===== config.mk =====
export PLATFORM = sky130hd
export DESIGN_NAME = fetch_stage
export DESIGN_NICKNAME = d
export VERILOG_FILES = /design/src/rtl/fetch_stage.sv
export SDC_FILE = /design/constraint.sdc
export NUM_CORES = 1
export LEC_CHECK = 0
export CAP_MARGIN = 20
export CORE_MARGIN = 1
export CORE_UTILIZATION = 45
export CTS_BUF_LIST = sky130_fd_sc_hd__clkbuf_4 sky130_fd_sc_hd__clkbuf_8
export DETAILED_ROUTE_END_ITERATION = 7
export PLACE_DENSITY_LB_ADDON = 0.05
export SKIP_LAST_GASP = 1
export SLEW_MARGIN = 40
export SYNTH_ARGS = -nofsm -noshare
export SYNTH_HDL_FRONTEND = slang
export SYNTH_SLANG_ARGS = --single-unit

===== constraint.sdc =====
create_clock -name clk -period 4.8 [get_ports clk]
set_input_delay 0.96 -clock clk [delete_from_list [all_inputs] [get_ports clk]]
set_output_delay 0.96 -clock clk [all_outputs]
set_load 0.02 [all_outputs]

===== src/rtl/fetch_stage.sv =====
// Instruction-fetch stage: owns the PC, drives a combinational instruction memory,
// and queues {instr, pc} in a small in-order buffer for decode, with redirect flush.
module fetch_stage #(
    parameter int                    REG_BITS = 32,
    parameter logic [REG_BITS-1:0]   RESET_PC = {REG_BITS{1'b0}},
    parameter int                    DEPTH    = 2
) (
    input  logic                 clk,
    input  logic                 rst_n,
    output logic [REG_BITS-1:0]  imem_A,
    input  logic [REG_BITS-1:0]  imem_RD,
    input  logic                 redirect_valid,
    input  logic [REG_BITS-1:0]  redirect_pc,
    output logic                 out_valid,
    input  logic                 out_ready,
    output logic [REG_BITS-1:0]  out_instr,
    output logic [REG_BITS-1:0]  out_pc,
    output logic [REG_BITS-1:0]  out_pc_plus4
);

    localparam int PTR_W = (DEPTH > 1) ? $clog2(DEPTH) : 1;
    localparam int CNT_W = $clog2(DEPTH + 1);

    localparam logic [CNT_W-1:0]    DEPTH_C  = CNT_W'(DEPTH);
    localparam logic [CNT_W-1:0]    CNT_ZERO = {CNT_W{1'b0}};
    localparam logic [PTR_W-1:0]    PTR_ZERO = {PTR_W{1'b0}};
    localparam logic [PTR_W-1:0]    PTR_ONE  = PTR_W'(1);
    localparam logic [REG_BITS-1:0] PC_STEP  = REG_BITS'(4);
    localparam logic [REG_BITS-1:0] WORD_0   = {REG_BITS{1'b0}};

    logic [REG_BITS-1:0] pc_q, pc_d;
    logic [PTR_W-1:0]    wr_ptr_q, wr_ptr_d;
    logic [PTR_W-1:0]    rd_ptr_q, rd_ptr_d;
    logic [CNT_W-1:0]    count_q, count_d;
    logic [REG_BITS-1:0] buf_instr_q [DEPTH];
    logic [REG_BITS-1:0] buf_instr_d [DEPTH];
    logic [REG_BITS-1:0] buf_pc_q    [DEPTH];
    logic [REG_BITS-1:0] buf_pc_d    [DEPTH];

    logic push_s;
    logic pop_s;
    logic redirect_lsb_unused_s;

    // Redirect targets are word aligned; the low byte-offset bits carry no meaning.
    assign redirect_lsb_unused_s = ^redirect_pc[1:0];

    assign imem_A = {2'b00, pc_q[REG_BITS-1:2]};

    // Head is masked during a redirect so decode can never consume a stale entry.
    assign out_valid = (count_q != CNT_ZERO) & ~redirect_valid;
    assign pop_s     = out_valid & out_ready;
    assign push_s    = ~redirect_valid & ((count_q < DEPTH_C) | pop_s);

    // Head presentation, zeroed whenever nothing valid is offered.
    always_comb begin
        out_instr    = WORD_0;
        out_pc       = WORD_0;
        out_pc_plus4 = WORD_0;
        if (out_valid) begin
            out_instr    = buf_instr_q[rd_ptr_q];
            out_pc       = buf_pc_q[rd_ptr_q];
            out_pc_plus4 = buf_pc_q[rd_ptr_q] + PC_STEP;
        end else begin
            out_instr    = WORD_0;
            out_pc       = WORD_0;
            out_pc_plus4 = WORD_0;
        end
    end

    // Next-state for PC, pointers and occupancy; redirect overrides push/pop.
    always_comb begin
        pc_d     = pc_q;
        wr_ptr_d = wr_ptr_q;
        rd_ptr_d = rd_ptr_q;
        count_d  = count_q;
        if (redirect_valid) begin
            pc_d     = {redirect_pc[REG_BITS-1:2], 2'b00};
            wr_ptr_d = PTR_ZERO;
            rd_ptr_d = PTR_ZERO;
            count_d  = CNT_ZERO;
        end else begin
            if (push_s) begin
                pc_d     = pc_q + PC_STEP;
                wr_ptr_d = wr_ptr_q + PTR_ONE;
            end else begin
                pc_d     = pc_q;
                wr_ptr_d = wr_ptr_q;
            end
            if (pop_s) begin
                rd_ptr_d = rd_ptr_q + PTR_ONE;
            end else begin
                rd_ptr_d = rd_ptr_q;
            end
            count_d = count_q + {{(CNT_W-1){1'b0}}, push_s} - {{(CNT_W-1){1'b0}}, pop_s};
        end
    end

    // Buffer write: capture the memory word together with the PC that fetched it.
    always_comb begin
        buf_instr_d = buf_instr_q;
        buf_pc_d    = buf_pc_q;
        if (push_s) begin
            buf_instr_d[wr_ptr_q] = imem_RD;
            buf_pc_d[wr_ptr_q]    = pc_q;
        end else begin
            buf_instr_d = buf_instr_q;
            buf_pc_d    = buf_pc_q;
        end
    end

    // State registers with asynchronous reset to the startup condition.
    always_ff @(posedge clk or negedge rst_n) begin
        if (!rst_n) begin
            pc_q     <= RESET_PC;
            wr_ptr_q <= PTR_ZERO;
            rd_ptr_q <= PTR_ZERO;
            count_q  <= CNT_ZERO;
            for (int i = 0; i < DEPTH; i++) begin
                buf_instr_q[i] <= WORD_0;
                buf_pc_q[i]    <= WORD_0;
            end
        end else begin
            pc_q        <= pc_d;
            wr_ptr_q    <= wr_ptr_d;
            rd_ptr_q    <= rd_ptr_d;
            count_q     <= count_d;
            buf_instr_q <= buf_instr_d;
            buf_pc_q    <= buf_pc_d;
        end
    end

endmodule


# After elaboration in Yosys (flattened, before gate mapping)
# Index checks and enable logic that the tools add are counted.
# Widths: inputs -> output; s select.
dict set report word_totals {
  inputBits 68
  regBits 164
  word_cells 49
  out_inout_bits 129
}
dict set report op_classes {
  bitwise 7
  addsub 6
  n_lt_le_gt_ge 4
  mux 20
  reduce_logical 4
}
# op n
set op_table {}
lappend op_table {{$mux 32} 12}
lappend op_table {{$bwmux 64} 2}
lappend op_table {{$add 32x3->32 const B} 2}
lappend op_table {{$demux 32 s1} 1}
lappend op_table {{$reduce_bool 2->1} 3}
lappend op_table {{$ge 2x2->1 const B} 2}
lappend op_table {{$mux 1} 4}
lappend op_table {{$not 1->2} 2}
lappend op_table {{$and 1x1->1} 3}
lappend op_table {{$add 1x1->1 const B} 2}
lappend op_table {{$add 2x1->2} 1}
lappend op_table {{$lt 2x1->1 const B} 1}
lappend op_table {{$lt 2x2->1 const B} 1}
lappend op_table {{$mux 2} 1}
lappend op_table {{$sub 2x1->2} 1}
lappend op_table {{$logic_and 1x1->1} 1}
lappend op_table {{$not 1->1} 1}
lappend op_table {{$or 1x1->1} 1}

# Depth between registers and ports, before layout
# Gate-level depths: netlist (run 1).
dict set report logic_depth {
  depth_word 8
  ltp_mapped 11
  ltp_nobuf 9
}

# Least setup slack after synthesis (run 1)
# Ideal clock, no wire load.
dict set report synth_path {
  path_type {flip-flop to output port}
  start {reg rd_ptr_q}
  end {out out_pc_plus4[18]}
  t_arrival_ns 3.218
  required_ns 3.840
  path_slack_ns 0.622
  path_stages_with_launch 11
  n_path_buf 4
  path_cell_list {dfrtp_1 > buf_4 > buf_2 > buf_4 > buf_4 > mux2_2 > ha_1 > nand4b_1 > a221oi_4 > nand3_1 > o41ai_1}
}
dict set report synth_via {
  elab_chain_len 6
}
# element line
set synth_lines {}
lappend synth_lines {{from (decl)} 33} ;# logic [PTR_W-1:0] rd_ptr_q, rd_ptr_d;
lappend synth_lines {{from (signal assigned)} 125} ;# rd_ptr_q <= rd_ptr_d;
lappend synth_lines {{$not 1->2 (not written as such)} 62} ;# out_pc_plus4 = buf_pc_q[rd_ptr_q] + PC_STEP;
lappend synth_lines {{$mux 32 (not written as such) (3 in series)} 62}
lappend synth_lines {{$add 32x3->32} 62}
lappend synth_lines {{$mux 32} 59} ;# if (out_valid) begin
lappend synth_lines {{to (decl)} 18} ;# output logic [REG_BITS-1:0] out_pc_plus4
# No other way between the ends. The select of a mux whose other input is x is not followed.

# Worst setup path after layout (run 1)
dict set report layout_path {
  start {reg rd_ptr_q}
  end {out out_pc_plus4[28]}
}
# Same word-level chain as after synthesis.

==> results.md, run 1 <==
* Worst-Skew Late Latency at 0.44 ns
* DP Cell Count at 1181
* Post-DP HPWL at 15.3 mm
* Nets at 1049
* Antenna diodes at 0
* Initial antenna violation count at 0
* Syn avg cell area at 10.7 µm²
* Drt pass-1 iters at 5
* Critical path capture point: out_pc_plus4[28]
* Reg clk slew, reported paths at 0.09 ns
* Max Cap Viol at 0
* Vias in the first global route at 6983
* Accumulated negative setup slack at 0 ns
* Critical path startpoint: rd_ptr_q$_DFFE_PN0P_
* Sequence of cells on the critical path: mux2_2 -> ha_1 -> nand4b_1 -> a221oi_4 -> buf_4 -> nand4_2 -> nor4b_4 -> mux2_1 -> clkdlybuf4s50_1
* Worst reg2reg path endpoint: pc_q[30]$_DFFE_PN0P_
* DRC Markers at 0
* P&R area growth vs syn at 30.1%
* Hold-fix buffer count after cts at 0
* Core ar. at 0.0182 mm²
* First-pass GRT wire length at 36.3 mm
* Synth top area share at 46.6%
* Synth Flop Type: dfrtp_1
* Unrepaired setup endpoints after global routing: false
* CTS H-tree depth at 4
* PwrDens at 501 mW/mm²
* Register bit total from synthesis at 158
* DRT antenna net count at 0
* Synth async-reset ratio at 100%
* Worst reg-to-reg path cell count at 5
* Area leader, netlist: dfrtp_1
* TritonCTS buffer count at 17
* Global Route Usage Sum at 23.8%
* First DRT Iteration DRCs at 384
* Placer Congestion at 0.861
* Via count at 6658
* Fin crit share at 95.2%
* Max stage delay on crit path at 0.54 ns
* CP max FO at 8
* Status: completed
* Largest net degree at the start of global routing at 78
* Worst Setup End Kind: output port
* CTS Buffer Depth at 2
* Register-to-register setup slack at 2.42 ns
* Via density at 5.46
* Pre-CTS setup slack at 0.345 ns
* CTS sink cnt at 158
* Synth unique cells at 53
* CTS tree: done
* Final setup fails at 0
* Total die area at 0.0194 mm²
* Routed WL per cell at 18.1 µm
* Top post-synthesis cells by area: dfrtp_1 (47%), mux2_2 (16%), mux2i_1 (6.5%)
* Worst Path Arrival at 3.61 ns
* Slew margin rel. at 52.9%
* Worst Max-Slew Pin Slew at 0.707 ns
* Max Slew Vio Count at 0
* Initial core utilization at 46.6%
* Reg2reg start: pc_q[7]$_DFFE_PN0P_
* Post-synthesis sequential area ratio at 46.6%
* Total grt overflow at 0
* IO Port Bufs at 188
* EDFF count, synth at 0
* CTS root buf: clkbuf_8
* Fmax at 0.219 GHz
* Final wirelength at 22.1 mm
* CP Data Required Time at 3.84 ns
* Hold WC Path Type: in -> async
* Chip width at 139 µm
* Final hold vios at 0
* Leak at 4.37 nW
* Worst setup SP type: register
* Commonest cells post-synth: dfrtp_1 (158), mux2_2 (124), nor2_1 (84), nand2_1 (71), mux2i_1 (55)
* Max VDD drop at 249 µV
* # IOs at 197
* Period minus WS final at 4.57 ns
* Post-Syn Area at 0.00849 mm²
* Setup ws final at 0.233 ns
* CP Class: reg -> out
* Row cnt at 49
* Worst clock skew at 0.0168 ns
* Critical-path top delay cell: dfrtp_4
* Layout cells sized above 1 at 19.2%
* Finished Layout Cells at 1219
* Top-count cell post-synth: dfrtp_1
* Cell count after synthesis at 797
* Die Height at 139 µm
* Yosys warnings at 0
-- cells by family after synthesis --
family / synth area share [%]
AOI/OAI and AO/OA: 5.90
xor gates and xnor gates: 4.33
adders and majority gates: 0.590
buffers and inverters: 3.52
DFF: 46.6
muxes: 23.3
other: 0.0442
and+or+nand+nor: 15.7
-- repair_timing --
| item | 4_1_cts | 5_1_grt |
|---|---|---|
| gates resized for setup | 1 | 2 |
| setup endpoints to repair | 3 | 2 |
| pin swaps | 1 | 0 |
| setup buffers | 3 | 2 |
-- worst min-delay path by stage --
stage,startpoint,endpoint,depth (start not counted)
4_1_cts,rst_n,buf_pc_q[31]$_DFFE_PN0P_,1
6_report,rst_n,buf_pc_q[31]$_DFFE_PN0P_,1
3_3_place_gp,buf_pc_q[30]$_DFFE_PN0P_,buf_pc_q[30]$_DFFE_PN0P_,2
5_1_grt,rst_n,buf_pc_q[31]$_DFFE_PN0P_,1
3_5_place_dp,buf_pc_q[30]$_DFFE_PN0P_,buf_pc_q[30]$_DFFE_PN0P_,2
2_1_floorplan,buf_pc_q[30]$_DFFE_PN0P_,buf_pc_q[30]$_DFFE_PN0P_,2
-- where the power goes --
part / internal [mW] / switching [mW] / leakage [nW]
Sequential: 1.83 / 0.390 / 1.89
Clock: 0.470 / 0.524 / 0.198
Combinational: 1.17 / 1.16 / 2.28
-- cell type report --
| type | count | area [µm²] |
|---|---|---|
| repair buffers | 206 | 2080 |
| clock inverters | 15 | 160 |
| multi-input cells | 583 | 4280 |
| well taps | 229 | 287 |
| flip-flops and latches | 158 | 3960 |
| inverters | 11 | 41.3 |
| clock buffers | 17 | 234 |
| fillers | 1535 | 7170 |
-- registers in the layout, summed over array words and instances (netlist names) --
| name | cells |
|---|---|
| buf_instr_q | 64 |
| count_q | 2 |
| pc_q | 30 |
| rd_ptr_q | 1 |
| wr_ptr_q | 1 |
| buf_pc_q | 60 |
-- cells in the final DEF, fill, tap and decap left out, types with 3 or more instances in the layout --
cell type / Yosys / layout
inv_1: 11 / 11
nand3b_1: 3 / 3
mux2i_1: 55 / 55
nor3_1: 12 / 12
xor2_1: 11 / 11
ha_1: 4 / 4
nand4_1: 16 / 16
and2_1: 13 / 13
nor2b_1: 7 / 7
nand2_1: 71 / 70
a211oi_1: 3 / 3
a32o_1: 4 / 4
a21oi_1: 10 / 10
or3_1: 5 / 5
clkdlybuf4s50_1: 0 / 186
buf_6: 1 / 3
nand4b_1: 5 / 5
o31ai_1: 7 / 7
nand3_1: 20 / 20
inv_6: 0 / 6
mux2_1: 3 / 3
nand2b_1: 8 / 8
conb_1: 1 / 6
mux2_2: 124 / 124
and3_1: 5 / 5
dfrtp_1: 158 / 157
o21ai_0: 39 / 39
clkinv_2: 0 / 3
nor4_1: 6 / 6
clkbuf_8: 0 / 17
xnor2_1: 31 / 31
nor2_1: 84 / 83
buf_4: 13 / 12
o21ai_1: 3 / 3
or4_1: 4 / 4
-- through the flow --
step / hold slack (ns) / power (mW) / utilization, % / cell area, µm²
floorplan: 0.450 / 3.69 / - / 8510
global placement: 0.470 / 4.45 / 57.7 / 10500
detailed placement: 0.482 / 4.54 / 58.0 / 10600
CTS: 0.337 / 5.56 / 60.4 / 11000
global route: 0.345 / 5.89 / 60.6 / 11000
finish: 0.354 / 5.53 / 60.6 / 11000
-- worst max-delay path: cells and delay by family (launching register included) --
kind	cells	cell delay [ns]
AND/OR/NAND/NOR	3	0.75
AO/OA/AOI/OAI	1	0.25
adder cells (fa/ha/maj)	1	0.26
multiplexers	2	0.63
buffers and inverters	2	0.74
flip-flops	1	0.54
-- metal layers --
metal / global-route usage [%] / wire, µm / vias to the layer above
met5: 0 / 0 / -
met4: 8.95 / 552 / 0
met3: 4.47 / 1200 / 30
met2: 39.8 / 10700 / 213
met1: 30.7 / 9650 / 3258
li1: - / - / 3157
Power figures use the tool's default switching activity.
==> inputs of run 2 (changes only) <==
--- a/config.mk
+++ b/config.mk
@@ -5,7 +5,6 @@
 export SDC_FILE = /design/constraint.sdc
 export NUM_CORES = 1
 export LEC_CHECK = 0
-export CAP_MARGIN = 20
 export CORE_MARGIN = 1
 export CORE_UTILIZATION = 45
 export CTS_BUF_LIST = sky130_fd_sc_hd__clkbuf_4 sky130_fd_sc_hd__clkbuf_8
==> results of run 2 <==
The final DEF is identical to that of run 1; final timing and power are the same.
